===== config.mk =====
export PLATFORM = sky130hd
export DESIGN_NAME = instruction_fetch
export DESIGN_NICKNAME = d
export VERILOG_FILES = /design/src/rtl/instruction_fetch.sv
export SDC_FILE = /design/constraint.sdc
export NUM_CORES = 1
export LEC_CHECK = 0
export CAP_MARGIN = 40
export CORE_MARGIN = 2
export CORE_UTILIZATION = 49
export CTS_CLUSTER_DIAMETER = 80
export DETAILED_ROUTE_END_ITERATION = 8
export GPL_TIMING_DRIVEN = 0
export PLACE_DENSITY = 0.84
export SYNTH_ARGS = -nofsm -noshare
export SYNTH_HDL_FRONTEND = slang
export SYNTH_SLANG_ARGS = --single-unit

===== constraint.sdc =====
create_clock -name clk_i -period 5.25 [get_ports clk_i]
set_input_delay 1.05 -clock clk_i [delete_from_list [all_inputs] [get_ports clk_i]]
set_output_delay 1.05 -clock clk_i [all_outputs]
set_load 0.01 [all_outputs]

===== src/rtl/instruction_fetch.sv =====
// rtl/instruction_fetch.sv - single-outstanding instruction fetch stage with redirect, drain and sticky error halt
module instruction_fetch #(
    parameter int unsigned            XLEN       = 32,
    parameter logic [XLEN-1:0]        RESET_ADDR = '0
) (
    input  logic            clk_i,
    input  logic            rst_ni,
    output logic            imem_req_o,
    output logic [XLEN-1:0] imem_addr_o,
    input  logic            imem_rvalid_i,
    input  logic [XLEN-1:0] imem_rdata_i,
    input  logic            imem_err_i,
    input  logic            redirect_i,
    input  logic [XLEN-1:0] redirect_pc_i,
    output logic            instr_valid_o,
    input  logic            instr_ready_i,
    output logic [XLEN-1:0] instruction_o,
    output logic [XLEN-1:0] pc_o,
    output logic            err_o
);

    typedef enum logic [2:0] {
        S_IDLE  = 3'd0,
        S_REQ   = 3'd1,
        S_WAIT  = 3'd2,
        S_DRAIN = 3'd3,
        S_HOLD  = 3'd4,
        S_HALT  = 3'd5
    } state_t;

    localparam logic [XLEN-1:0] PC_STEP = XLEN'(4);

    state_t          r_state;
    state_t          w_state_next;
    logic [XLEN-1:0] r_pc;
    logic [XLEN-1:0] w_pc_next;
    logic [XLEN-1:0] r_instr;
    logic [XLEN-1:0] r_pc_out;
    logic            r_err;
    logic            w_capture;
    logic            w_set_err;
    logic            w_redir_ok;
    logic            w_redir_bad;

    assign w_redir_ok  = redirect_i && (redirect_pc_i[1:0] == 2'b00);
    assign w_redir_bad = redirect_i && (redirect_pc_i[1:0] != 2'b00);

    // A misaligned redirect wins over everything else; HALT absorbs any response still in flight.
    always_comb begin
        w_state_next = r_state;
        w_pc_next    = r_pc;
        w_capture    = 1'b0;
        w_set_err    = 1'b0;
        case (r_state)
            S_IDLE: begin
                if (w_redir_bad) begin
                    w_set_err    = 1'b1;
                    w_state_next = S_HALT;
                end else begin
                    if (w_redir_ok) begin
                        w_pc_next = redirect_pc_i;
                    end
                    w_state_next = S_REQ;
                end
            end
            S_REQ: begin
                if (w_redir_bad) begin
                    w_set_err    = 1'b1;
                    w_state_next = S_HALT;
                end else if (w_redir_ok) begin
                    w_pc_next    = redirect_pc_i;
                    w_state_next = S_DRAIN;
                end else begin
                    w_state_next = S_WAIT;
                end
            end
            S_WAIT: begin
                if (w_redir_bad) begin
                    w_set_err    = 1'b1;
                    w_state_next = S_HALT;
                end else if (w_redir_ok) begin
                    w_pc_next    = redirect_pc_i;
                    w_state_next = imem_rvalid_i ? S_REQ : S_DRAIN;
                end else if (imem_rvalid_i) begin
                    if (imem_err_i) begin
                        w_set_err    = 1'b1;
                        w_state_next = S_HALT;
                    end else begin
                        w_capture    = 1'b1;
                        w_pc_next    = r_pc + PC_STEP;
                        w_state_next = S_HOLD;
                    end
                end
            end
            S_DRAIN: begin
                if (w_redir_bad) begin
                    w_set_err    = 1'b1;
                    w_state_next = S_HALT;
                end else begin
                    if (w_redir_ok) begin
                        w_pc_next = redirect_pc_i;
                    end
                    if (imem_rvalid_i) begin
                        w_state_next = S_REQ;
                    end
                end
            end
            S_HOLD: begin
                if (w_redir_bad) begin
                    w_set_err    = 1'b1;
                    w_state_next = S_HALT;
                end else if (w_redir_ok) begin
                    w_pc_next    = redirect_pc_i;
                    w_state_next = S_REQ;
                end else if (instr_ready_i) begin
                    w_state_next = S_REQ;
                end
            end
            S_HALT: begin
                w_state_next = S_HALT;
            end
            default: begin
                w_state_next = S_HALT;
            end
        endcase
    end

    always_ff @(posedge clk_i) begin
        if (!rst_ni) begin
            r_state  <= S_IDLE;
            r_pc     <= RESET_ADDR;
            r_instr  <= '0;
            r_pc_out <= '0;
            r_err    <= 1'b0;
        end else begin
            r_state <= w_state_next;
            r_pc    <= w_pc_next;
            if (w_capture) begin
                r_instr  <= imem_rdata_i;
                r_pc_out <= r_pc;
            end
            if (w_set_err) begin
                r_err <= 1'b1;
            end
        end
    end

    assign imem_req_o    = (r_state == S_REQ);
    assign imem_addr_o   = (r_state == S_REQ) ? r_pc : '0;
    assign instr_valid_o = (r_state == S_HOLD);
    assign instruction_o = r_instr;
    assign pc_o          = r_pc_out;
    assign err_o         = r_err;

endmodule


# Word level (Yosys, flattened, before mapping)
# Index checks and enable logic that the tools add are counted.
# W data, S select, Z words.
# totals
ff_bits	100
latch_bits	0
ramBits	0
mem_bits_ro	0
in_bits	70
out_inout_bits	99
wordCells	60
n_memories	0
# op_classes
addsub	1
multipliers	0
div_mod_pow	0
magnitude_cmp	0
eq_ne	12
n_shift	0
mux	33
n_bitwise	0
reduce_logical	9
# op_table
cell	n
$mux W32	7
$pmux W32 S2	1
$add A32 B3 Y32 const B	1
$mux W3	10
$pmux W3 S5	1
$mux W1	12
$ne A3 B3 Y1 const B	3
$eq A3 B2 Y1 const B	2
$reduce_and A6 Y1	1
$ne A2 B2 Y1 const B	2
$ne A4 B1 Y1 const B	1
$ne A4 B4 Y1 const B	1
$reduce_bool A2 Y1	2
$reduce_or A4 Y1	1
$eq A3 B1 Y1 const B	1
$eq A3 B3 Y1 const B	1
$logic_not A3 Y1	1
$reduce_and A3 Y1	1
$logic_and A1 B1 Y1	2
$logic_not A2 Y1	1
$mux W2	1
$ne A2 B1 Y1 const B	1
$pmux W1 S2	1

# Longest topological paths before layout
# depth
depth_word	6
ltp_mapped	9
mapped_depth_nobuf	6

# Worst setup path after synthesis
# OpenSTA, ideal clock, no wires.
# synth_path
kind	input -> register
from	in redirect_i
to	reg r_pc[31]
setup_time_ns	0.074
t_arrival_ns	2.333
t_required_ns	5.176
path_slack_ns	2.843
path_stages	5
n_path_buf	0
cell_sequence	nor4_2 > nand3_2 > or4_1 > mux2_2 > a31oi_1
# synth_between
elab_chain_len	4
elab_cells_between_ends	11
classes_between	eq/ne: 5; mux: 3; reduce/logical: 3
# synth_lines
element	line_no	rtl
from (decl)	13	input logic redirect_i,
$logic_and A1 B1 Y1	45	assign w_redir_ok = redirect_i && (redirect_pc_i[1:0] == 2'b00);
$mux W32	81	end else if (w_redir_ok) begin
$mux W32	78	if (w_redir_bad) begin
$pmux W32 S2	54	case (r_state)
to (signal assigned)	137	r_pc <= w_pc_next;
to (decl)	35	logic [XLEN-1:0] r_pc;
# Parallel ways exist; a longest one is shown, timed or not. The select of a mux whose other input is x is not followed.
# A chain may end at the register's enable or synchronous reset.

# Final worst setup path
# layout_path
from	reg r_state[0]
to	out imem_addr_o[9]
# layout_between
elab_chain_len	2
# layout_lines
element	line_no	rtl
from (decl)	33	state_t r_state;
from (signal assigned)	136	r_state <= w_state_next;
$eq A3 B1 Y1	149	assign imem_addr_o = (r_state == S_REQ) ? r_pc : '0;
$mux W32	149	
to (decl)	9	output logic [XLEN-1:0] imem_addr_o,
# Every way passes these cells.

==> results.json <==
{
  "r2r_cells": 6,
  "ctsResizeCount": 0,
  "die_h_um": 102,
  "worstSetupPathType": "flip-flop to output pin",
  "clock_power_share": 0.340,
  "r2r_setup_slack_ns": 2.76,
  "reg2reg_from": "r_pc[2]",
  "drt_iter0_markers": 447,
  "synth_edf_count": 0,
  "seqPwrFrac": 0.527,
  "cts_tree": "built",
  "netSwitchingPower_mw": 0.412,
  "cts_buffers": 9,
  "hp-class": "flip-flop to flip-flop",
  "grt_usage": 0.293,
  "layout.nets": 874,
  "post_drt_via_cell_ratio": 5.67,
  "whs_ns": 0.461,
  "wl_met2_mm": 7.41,
  "remaining_drc_errors": 0,
  "dp_hpwl_mm": 11.5,
  "slew_violations": 0,
  "period_needed_ns": 3.85,
  "setup_tns_ns": 0,
  "grt_pass1_wl_mm": 24.2,
  "skew_ns": 0.0151,
  "finalSetupViolations": 0,
  "core_area_mm2": 0.00928,
  "clock.fmax_mhz": 260,
  "dr_wl_met3_mm": 1.42,
  "highest_layer": "met4",
  "crit_start": "r_state[0]",
  "seq_area_frac_synth": 0.426,
  "ant_nets": 0,
  "diodes": 0,
  "routedWlPerCell_um": 16.7,
  "drt-met1-wl_mm": 6.38,
  "synth_top_area_share": 0.426,
  "first_pass_iters": 5,
  "worstPathMaxFanout": 10,
  "rows": 35,
  "slew_headroom": 0.357,
  "yosys_most_used_dff": "dfxtp_1",
  "clk_pin_slew_ns": 0.11,
  "antenna_found_initial": 0,
  "drv_cap": 0,
  "synth-seq-cells": 100,
  "grt_pass1_vias": 4993,
  "cp.required_ns": 4.20,
  "hold_viol": 0,
  "port_buffers": 167,
  "grt_overflow": 0,
  "cts_hold_buf": 0,
  "regArea_mm2": 0.00200,
  "cts_setup_buffers": 0,
  "synth_area_mm2": 0.00470,
  "dieArea_mm2": 0.0104,
  "timing.final.crit_share": 0.734,
  "ios": 169,
  "syn_avg_cell_area_um2": 7.52,
  "r2r-end": "r_pc[30]",
  "syn-num-nets": 696,
  "yosys.area.top_type": "dfxtp_1",
  "final_area_mm2": 0.00674,
  "hold_start": "pc_o[1]",
  "clock-sinks": 100,
  "fill_cells": 780,
  "wl_mm": 15.6,
  "syn_to_final_growth_pct": 43.4,
  "initial_core_util": 0.506,
  "multi_input_area_mm2": 0.00250,
  "ir_worst_vdd_mv": 0.143,
  "comb_power_share": 0.133,
  "cts_buffer_depth": 2,
  "drive_above_1_share": 0.0545,
  "crit_end": "imem_addr_o[9]",
  "arrival_ns": 2.80,
  "p_leak_nw": 2.28,
  "synthArstFlopShare": 0,
  "ys_types": 47,
  "p_int_mw": 1.10,
  "dieWidth_um": 102,
  "grt_max_degree": 19,
  "start_kind": "flip-flop",
  "rsz0062_at_grt": "no",
  "powerDensity_mw_per_mm2": 224,
  "num_vias": 5315,
  "worst_pin_slew_ns": 0.962,
  "gp_congestion": 0.996,
  "placed_area_mm2": 0.00653,
  "synth.area.top_cells": "dfxtp_1 43%, nand2_1 13%, a21oi_1 10%",
  "htreeDepth": 3,
  "endpoint_kind": "output pin",
  "ys_warn_count": 0,
  "sw_frac_of_total": 0.273,
  "insertion_delay_ns": 0.38,
  "netlist_instances": 625,
  "outcome": "complete, no violations",
  "cts_root_buffer": "clkbuf_8"
}
power groups by stage:
stage	clock network (mW)	registers, mW	logic (mW)
floorplan	0	0.804	0.0951
global placement	0	0.810	0.192
detailed placement	0	0.811	0.196
CTS	0.519	0.793	0.198
global route	0.545	0.796	0.218
finish	0.513	0.795	0.201
final cells by class:
cell class / instances / area share
Clock buffer: 9 / 0.0184
Buffer: 45 / 0.0273
Multi-Input combinational cell: 475 / 0.370
Inverter: 5 / 0.00278
Timing Repair Buffer: 167 / 0.248
Tap cell: 129 / 0.0239
Sequential cell: 100 / 0.297
Clock inverter: 7 / 0.0126
metrics by stage:
step / total power, mW / worst slack (ns) / cells / utilization
floorplan: 0.899 / 2.84 / 625 / -
global placement: 1.00 / 1.77 / 921 / 0.704
detailed placement: 1.01 / 1.69 / 921 / 0.704
CTS: 1.51 / 1.46 / 937 / 0.726
global route: 1.56 / 1.25 / 937 / 0.726
finish: 1.51 / 1.40 / 937 / 0.726
Yosys cell counts, types with 6 or more instances:
master      n
nand3_1    18
and3_1     11
and2_1     39
a21oi_1    94
a31oi_1    10
dfxtp_1   100
a21o_1      6
nor3_1      9
nand4_1    10
nor4_1      6
o21ai_0    24
nand2_1   163
nor2_1     23
buf_2      12
clkbuf_1   29
cells in the final DEF, fill, tap and decap left out, types with 10 or more instances in the layout:
| cell | count |
|---|---|
| a21oi_1 | 94 |
| a31oi_1 | 10 |
| and2_1 | 39 |
| and3_1 | 11 |
| buf_2 | 12 |
| clkbuf_1 | 29 |
| clkdlybuf4s50_1 | 167 |
| dfxtp_1 | 100 |
| nand2_1 | 163 |
| nand3_1 | 18 |
| nand4_1 | 10 |
| nor2_1 | 23 |
| o21ai_0 | 24 |
registers in the layout, summed over array words and instances, names as in the netlist:
signal	cells
r_pc	32
pc_o	32
r_state	3
err_o	1
instruction_o	32
critical path, stage by stage, from the launching register on:
cell	delay, ns
dfxtp_1	0.33
buf_2	0.20
nor3b_1	0.81
clkbuf_1	0.34
and2_1	0.20
clkdlybuf4s50_1	0.54
logic make-up after synthesis:
kind of cell,Yosys count,share of synthesized area
adders and majority gates,1,0.00266
DFF,100,0.426
and+or+nand+nor,308,0.323
buffers and inverters,50,0.0431
AOI/OAI and AO/OA,162,0.196
muxes,4,0.00905
metal layers:
layer	up-vias	GRT usage
met1	2445	0.383
met3	42	0.0602
met4	0	0.121
met2	306	0.475
met5	-	0
li1	2522	-
worst min-delay path by stage:
stage / cells past startpoint / end / slack, ns
2_1_floorplan: 2 / pc_o[0] / 0.44
5_1_grt: 2 / instruction_o[19] / 0.48
6_report: 2 / pc_o[1] / 0.46
4_1_cts: 2 / pc_o[12] / 0.46
3_3_place_gp: 2 / instruction_o[16] / 0.44
3_5_place_dp: 2 / pc_o[12] / 0.45
No activity file was read; power rests on OpenSTA's default activity.
